`config.mk`:
```
export PLATFORM = sky130hd
export DESIGN_NAME = branch_resolve_unit
export DESIGN_NICKNAME = d
export VERILOG_FILES = /design/src/rtl/cpu_branch_pkg.sv /design/src/rtl/br_cond_eval.sv /design/src/rtl/branch_resolve_unit.sv
export SDC_FILE = /design/constraint.sdc
export NUM_CORES = 1
export LEC_CHECK = 0
export ABC_AREA = 1
export CAP_MARGIN = 30
export CORE_ASPECT_RATIO = 0.8
export CORE_UTILIZATION = 43
export DETAILED_ROUTE_END_ITERATION = 12
export PLACE_DENSITY = 0.78
export REMOVE_ABC_BUFFERS = 1
export SYNTH_ARGS = -nofsm -noshare
export SYNTH_HDL_FRONTEND = slang
export SYNTH_SLANG_ARGS = --single-unit
```
`constraint.sdc`:
```
create_clock -name clk -period 2.3 [get_ports clk]
set_clock_uncertainty 0.2 [all_clocks]
set_input_delay 0.46 -clock clk [delete_from_list [all_inputs] [get_ports clk]]
set_output_delay 0.46 -clock clk [all_outputs]
set_load 0.1 [all_outputs]
```
`src/rtl/cpu_branch_pkg.sv`:
```
// Package: cpu_branch_pkg
// Shared types for the branch resolve unit.
//   cond_e      - 3-bit branch condition encodings as presented on br_cond.
//   brs_state_e - resolver sequencing states.
//   PC_STEP     - fall-through increment for a word-addressed PC.
package cpu_branch_pkg;

   typedef enum logic [2:0] {
      COND_EQ     = 3'd0,
      COND_NE     = 3'd1,
      COND_LT     = 3'd2,
      COND_GT     = 3'd3,
      COND_LE     = 3'd4,
      COND_GE     = 3'd5,
      COND_ALWAYS = 3'd6,
      COND_NEVER  = 3'd7
   } cond_e;

   typedef enum logic [1:0] {
      IDLE    = 2'd0,
      CAPTURE = 2'd1,
      RESOLVE = 2'd2,
      RESP    = 2'd3
   } brs_state_e;

   localparam int PC_STEP = 1;

endpackage

```
`src/rtl/br_cond_eval.sv`:
```
// Module: br_cond_eval
// Purely combinational branch-condition evaluator.
//   cond  in  condition code (cond_e)
//   lt    in  captured inp1 <  inp2
//   gt    in  captured inp1 >  inp2
//   eq    in  captured inp1 == inp2
//   err   in  captured flags were not one-hot
//   taken out branch is taken
module br_cond_eval
   import cpu_branch_pkg::*;
(
   input  cond_e cond,
   input  logic  lt,
   input  logic  gt,
   input  logic  eq,
   input  logic  err,
   output logic  taken
);

   always_comb begin
      taken = 1'b0;
      unique case (cond)
         COND_EQ:     taken = eq;
         COND_NE:     taken = !eq;
         COND_LT:     taken = lt;
         COND_GT:     taken = gt;
         COND_LE:     taken = lt | eq;
         COND_GE:     taken = gt | eq;
         COND_ALWAYS: taken = 1'b1;
         COND_NEVER:  taken = 1'b0;
         default:     taken = 1'b0;
      endcase
      // Untrustworthy flags can never produce a conditional redirect;
      // an unconditional branch does not depend on them at all.
      if (err && (cond != COND_ALWAYS)) begin
         taken = 1'b0;
      end
   end

endmodule

```
`src/rtl/branch_resolve_unit.sv`:
```
// Module: branch_resolve_unit
// Multi-cycle branch resolver wrapped around an external 16-bit magnitude
// comparator. Sequence: IDLE (accept) -> CAPTURE (sample flags) ->
// RESOLVE (evaluate, compute next PC) -> RESP (hold result until ack).
// Ports:
//   clk, rst                       clock, synchronous active-high reset
//   br_valid/br_ready              request handshake (ready only in IDLE)
//   br_cond, br_opa, br_opb        condition code and compare operands
//   br_pc, br_offset               branch PC and PC-relative offset
//   cmp_inp1/cmp_inp2              registered operands to the comparator
//   cmp_less/greater/equal         comparator result flags
//   res_valid/res_ack              resolution handshake to fetch
//   res_taken, res_pc              resolved direction and next PC
//   flush                          one-cycle pulse when a taken result appears
//   flag_lt/gt/eq                  last captured comparator flags
//   cmp_err                        sticky: captured flags were not one-hot
module branch_resolve_unit
   import cpu_branch_pkg::*;
#(
   parameter int N    = 16,
   parameter int PC_W = 16
) (
   input  logic            clk,
   input  logic            rst,
   input  logic            br_valid,
   output logic            br_ready,
   input  logic [2:0]      br_cond,
   input  logic [N-1:0]    br_opa,
   input  logic [N-1:0]    br_opb,
   input  logic [PC_W-1:0] br_pc,
   input  logic [PC_W-1:0] br_offset,
   output logic [N-1:0]    cmp_inp1,
   output logic [N-1:0]    cmp_inp2,
   input  logic            cmp_less,
   input  logic            cmp_greater,
   input  logic            cmp_equal,
   output logic            res_valid,
   input  logic            res_ack,
   output logic            res_taken,
   output logic [PC_W-1:0] res_pc,
   output logic            flush,
   output logic            flag_lt,
   output logic            flag_gt,
   output logic            flag_eq,
   output logic            cmp_err
);

   brs_state_e      state_reg;
   logic [N-1:0]    opa_reg;
   logic [N-1:0]    opb_reg;
   cond_e           cond_reg;
   logic [PC_W-1:0] pc_reg;
   logic [PC_W-1:0] offset_reg;
   logic            flag_lt_reg;
   logic            flag_gt_reg;
   logic            flag_eq_reg;
   logic            bad_flags_reg;
   logic            cmp_err_reg;
   logic            br_ready_reg;
   logic            res_valid_reg;
   logic            res_taken_reg;
   logic [PC_W-1:0] res_pc_reg;
   logic            flush_reg;

   logic            flags_one_hot;
   logic            eval_taken;
   logic [PC_W-1:0] target_pc;
   logic [PC_W-1:0] fall_pc;

   // Exactly one of three: odd parity rules out 0 and 2 set, the AND
   // term rules out all three set.
   assign flags_one_hot = (cmp_less ^ cmp_greater ^ cmp_equal) &
                          !(cmp_less & cmp_greater & cmp_equal);

   // Modulo 2^PC_W arithmetic; carries out of the top bit are discarded.
   assign target_pc = pc_reg + offset_reg;
   assign fall_pc   = pc_reg + PC_W'(PC_STEP);

   br_cond_eval u_cond_eval (
      .cond  (cond_reg),
      .lt    (flag_lt_reg),
      .gt    (flag_gt_reg),
      .eq    (flag_eq_reg),
      .err   (bad_flags_reg),
      .taken (eval_taken)
   );

   always_ff @(posedge clk) begin
      if (rst) begin
         state_reg     <= IDLE;
         opa_reg       <= '0;
         opb_reg       <= '0;
         cond_reg      <= COND_EQ;
         pc_reg        <= '0;
         offset_reg    <= '0;
         flag_lt_reg   <= 1'b0;
         flag_gt_reg   <= 1'b0;
         flag_eq_reg   <= 1'b0;
         bad_flags_reg <= 1'b0;
         cmp_err_reg   <= 1'b0;
         br_ready_reg  <= 1'b1;
         res_valid_reg <= 1'b0;
         res_taken_reg <= 1'b0;
         res_pc_reg    <= '0;
         flush_reg     <= 1'b0;
      end else begin
         unique case (state_reg)
            IDLE: begin
               if (br_valid && br_ready_reg) begin
                  opa_reg      <= br_opa;
                  opb_reg      <= br_opb;
                  cond_reg     <= cond_e'(br_cond);
                  pc_reg       <= br_pc;
                  offset_reg   <= br_offset;
                  br_ready_reg <= 1'b0;
                  state_reg    <= CAPTURE;
               end
            end
            CAPTURE: begin
               // Comparator has seen the operand registers for a full cycle.
               flag_lt_reg   <= cmp_less;
               flag_gt_reg   <= cmp_greater;
               flag_eq_reg   <= cmp_equal;
               bad_flags_reg <= !flags_one_hot;
               if (!flags_one_hot && (cond_reg != COND_ALWAYS)) begin
                  cmp_err_reg <= 1'b1;
               end
               state_reg <= RESOLVE;
            end
            RESOLVE: begin
               res_taken_reg <= eval_taken;
               res_pc_reg    <= eval_taken ? target_pc : fall_pc;
               res_valid_reg <= 1'b1;
               flush_reg     <= eval_taken;
               state_reg     <= RESP;
            end
            RESP: begin
               flush_reg <= 1'b0;
               if (res_ack) begin
                  res_valid_reg <= 1'b0;
                  br_ready_reg  <= 1'b1;
                  state_reg     <= IDLE;
               end
            end
            default: begin
               state_reg <= IDLE;
            end
         endcase
      end
   end

   assign br_ready  = br_ready_reg;
   assign cmp_inp1  = opa_reg;
   assign cmp_inp2  = opb_reg;
   assign res_valid = res_valid_reg;
   assign res_taken = res_taken_reg;
   assign res_pc    = res_pc_reg;
   assign flush     = flush_reg;
   assign flag_lt   = flag_lt_reg;
   assign flag_gt   = flag_gt_reg;
   assign flag_eq   = flag_eq_reg;
   assign cmp_err   = cmp_err_reg;

endmodule
```
==> impl_summary.md <==
Synth
The count of flip-flops with a built-in enable after synthesis is 0. The async set-reset flop share out of synthesis is 0. The most used flip-flop cell after synthesis is sky130_fd_sc_hd__dfxtp_1. The number of different library cells in the post-synthesis netlist is 31. For this run, the register share of the synthesized area comes to 0.429. The xor-xnor portion of the synthesized cell area is 0.0200. The main combinational cell family by area after synthesis is compound AO/OA/AOI/OAI gates. Of the total synthesized cell area, the portion taken by AND, OR, NAND and NOR gates is 0.144. The fraction of synthesized area in multiplexers is 0. The average cell area after synthesis is between 7 and 8 um^2. The area fraction in compound gates after synthesis is 0.224.

The gate count of the mapped netlist is 593. The total number of yosys warnings is 0. The synthesized netlist occupies a cell area of 4380 um^2. The synthesized-area fraction occupied by adder cells is 0.0645.

In this run, synthesis produced a sequential element count of between 90 and 100.

STA
The final critical-path required period is ~2.6 ns. The normalized max-slew margin is 0.640. At the pin with the least slew margin, the transition time is 0.540 ns. The worst hold margin is between 0.2 and 0.25 ns. The number of slew-limit violations in the final report came to 0. The number of endpoints with negative hold slack in the final report is 0.

The count of final setup violators is 14. Adding up every negative setup slack in the final design gives -3.25 ns. Setup repair after global routing could not meet its margin everywhere. After layout, the worst setup slack is -0.340 ns. Based on the critical path, the design can be clocked at up to 379 MHz.

The ratio of final minimum period to clock period is 1.15.

Route
The number of detailed-route iterations in the first pass is 4. The number of DRC violations after detailed-routing iteration 0 is a little over 300. Dividing the detail-routed wire length by the instance count gives ~14 um. For this block, the via count after detailed routing is 4434. Wires add up to 12300 um. The residual antenna-violating net count after detailed routing is 0.

The number of design rule violations left after detail routing is 0. Dividing the detail-routed via count by the number of cells gives around 4.9.

Placed design
The wire-length estimate of the detail-placed layout is slightly below 8000 um. The post-placement worst setup slack is -0.475 ns. The final weighted congestion in routability-driven placement is between 0.8 and 0.9.

During placement, the flow inserted port buffers numbering approximately 130. The number of placed instances, taps included, is around 870.

Clocking
TritonCTS built the clock tree. The CTS clock-pin slew for the worst setup and hold paths is 0.07 ns. The worst-case clock buffer depth is 2.

The later-pin clock latency in the skew report is roughly 0.34 ns. The number of H-tree branching levels is 3. The tree is rooted in a sky130_fd_sc_hd__clkbuf_16. The number of buffers created by CTS is 9. The total clock sinks is 94.

Setup path
The number of cells on the worst reg-to-reg path is 20. The most used cell along the critical path is sky130_fd_sc_hd__nand2_1. The combined buffer and inverter count along the critical path is 4. The data arrival time of the critical path is roughly 2.7 ns. In this run the worst path has a maximum fanout of 5. The worst setup path is captured at a flip-flop. The signal on the critical path passes through inv_4 -> nor2_4 -> nand2_2 -> nand2_1 -> nand2_1 -> nand2_1 -> nand2_1 -> nand2_2 -> inv_4 -> buf_6 -> nor2_2 -> ha_4 -> a21oi_2 -> nand2_4 -> nand2_4 -> nand2_4 -> a21oi_2 -> xnor2_1 -> o21ai_1 -> inv_1.

The launching element type of the critical path is a flip-flop. The critical path crosses 20 cells after its start point. The largest individual stage delay along the critical path comes from the cell sky130_fd_sc_hd__dfxtp_4. The required time reported for the critical path endpoint is 2.33 ns. The cell family contributing the most delay on the critical path is simple AND/OR/NAND/NOR gates.

The startpoint-to-endpoint class of the critical path is flip-flop to flip-flop. The longest individual stage delay on the worst path is roughly 0.38 ns.

Power
The sequential fraction of design power is 0.255. Power spread over the standard cell area amounts to 1440 nW/um^2. The clock network fraction of design power is 0.150.

The worst ir drop on vdd is 646 uV. The switching power share of the total is 0.511. The design internal power is about 4800 uW.

The leakage dissipation is a little over 0.003 uW. For this design the total switching power over the nets is between 5000 and 6000 uW. The portion of total power attributed to combinational logic is 0.596. Total power for the finished layout comes to 9880 uW.

Status
The flow ran to the end, but the final reports show violations. The checks that failed: negative setup slack.

GRT
For this run the aggregate overflow at the end of global routing stands at 0. The global routing usage on met1 is 0.266. For met3 alone, demand over resource in global routing was 0.0530. The global-route total usage across every layer is 0.227.

The number of antenna violations at the first check in global routing is 0. Entering global routing, the biggest net connects 85 pins. The met2 layer usage reported by global route is 0.398.

The via count of the first global-routing pass is around 4.3k. The most utilized layer in the global route result is met2. The first global-routing pass estimated between 15000 and 20000 um of wire.

Job
The max-capacitance violation count is 0.

Cells and area
The filler-free cell count of the finished design is 910. Compared with the post-synthesis result, the final layout area differs by 56.4%. After the last flow step, the layout net total stands at 865. The repair_antennas step left the layout with diodes totalling 0.

Of the cells placed in the final design, the portion with a size suffix greater than 1 is 0.289.

Die
For this configuration, the core starts out at a cell density of 0.449. The horizontal die dimension is between 100 and 150 um. The number of core rows is 32. The core box area is approximately 9800 um^2. The die covers around 11000 um^2. The top-level I/O count is 130.

The die is between 90 and 100 um tall.

Min path
The worst hold path belongs to the class flip-flop to flip-flop. The worst hold path was traced through 2 stages.
synth_stat cells (6+ instances only):
library cell	number	area share
sky130_fd_sc_hd__ha_1	21	0.060
sky130_fd_sc_hd__buf_2	11	0.013
sky130_fd_sc_hd__o21ai_0	87	0.099
sky130_fd_sc_hd__nand3_1	24	0.027
sky130_fd_sc_hd__xor2_1	8	0.016
sky130_fd_sc_hd__nor2_1	57	0.049
sky130_fd_sc_hd__a21oi_1	90	0.10
sky130_fd_sc_hd__dfxtp_1	94	0.43
sky130_fd_sc_hd__inv_1	100	0.086
sky130_fd_sc_hd__nand2_1	53	0.045
sky130_fd_sc_hd__nand2_2	6	0.0086
sky130_fd_sc_hd__clkbuf_1	14	0.012
tightest hold or removal path: cells and delay by family, from the launching register on:
family	cells	cell delay [ns]
buffers and inverters	1	0.04
AOI/OAI and AO/OA	1	0.05
DFF	1	0.31
layout make-up:
| class | instances | area, um^2 |
|---|---|---|
| clock inverters | 6 | 68.8 |
| repair buffers | 193 | 1710 |
| fillers | 773 | 2910 |
| well taps | 136 | 170 |
| flip-flops and latches | 94 | 1890 |
| clock buffers | 10 | 229 |
| multi-input cells | 369 | 2400 |
| inverters | 102 | 390 |
metal layers:
| layer | part of all wire | vias to the layer above |
|---|---|---|
| li1 | - | 2263 |
| met1 | 0.43 | 2030 |
| met2 | 0.49 | 124 |
| met3 | 0.061 | 17 |
| met4 | 0.018 | 0 |
| met5 | 0 | - |
stage by stage:
| stage | util | cell area [um^2] |
|---|---|---|
| detailed placement | 0.601 | 5870 |
| CTS | 0.671 | 6550 |
| floorplan | - | 4250 |
| global placement | 0.601 | 5870 |
| global route | 0.702 | 6860 |
| finish | 0.702 | 6860 |
cells by family after synthesis:
| logic type | count (synthesis) |
|---|---|
| buffers and inverters | 130 |
| flip-flops | 94 |
| AO/OA/AOI/OAI | 190 |
| adder cells (fa/ha/maj) | 22 |
| AND/OR/NAND/NOR | 147 |
| XOR/XNOR | 10 |
power by group through the flow:
stage	Sequential (uW)	Combinational (uW)	Clock (uW)
floorplan	4740	1350	0
global placement	2480	4940	0
detailed placement	2490	5040	0
CTS	2470	5480	1510
global route	2570	6240	1580
finish	2510	5890	1480
cell usage in the layout, fill, tap and decap left out, types with 3 or more instances in the layout:
| cell | n |
|---|---|
| sky130_fd_sc_hd__inv_1 | 95 |
| sky130_fd_sc_hd__nor2_4 | 8 |
| sky130_fd_sc_hd__buf_6 | 11 |
| sky130_fd_sc_hd__xor2_1 | 7 |
| sky130_fd_sc_hd__buf_4 | 106 |
| sky130_fd_sc_hd__inv_4 | 3 |
| sky130_fd_sc_hd__nand3_2 | 5 |
| sky130_fd_sc_hd__nand2_2 | 11 |
| sky130_fd_sc_hd__dfxtp_1 | 90 |
| sky130_fd_sc_hd__o21ai_1 | 7 |
| sky130_fd_sc_hd__ha_4 | 11 |
| sky130_fd_sc_hd__clkdlybuf4s50_1 | 73 |
| sky130_fd_sc_hd__a21oi_1 | 77 |
| sky130_fd_sc_hd__nor2_2 | 13 |
| sky130_fd_sc_hd__nand2_4 | 5 |
| sky130_fd_sc_hd__clkbuf_16 | 9 |
| sky130_fd_sc_hd__nand3_1 | 19 |
| sky130_fd_sc_hd__nor2_1 | 37 |
| sky130_fd_sc_hd__a21oi_2 | 12 |
| sky130_fd_sc_hd__nand2_1 | 43 |
| sky130_fd_sc_hd__o21ai_0 | 80 |
| sky130_fd_sc_hd__inv_2 | 4 |
| sky130_fd_sc_hd__ha_1 | 10 |
final timing paths:
check                           slack (ns)         start           end
worst max-delay path                 -0.34   cond_reg[0]    res_pc[10]
worst min-delay path                  0.24  cmp_inp2[10]  cmp_inp2[10]
worst max register to register       -0.34   cond_reg[0]    res_pc[10]
worst min register to register        0.24  cmp_inp2[10]  cmp_inp2[10]
timing repair:
item | CTS | global route
hold buffers | 0 | 0
setup endpoints to repair | 14 | 16
pin swaps | 27 | 32
gates resized for setup | 62 | 59
setup buffers | 24 | 7
No activity file was read; power rests on OpenSTA's default activity.
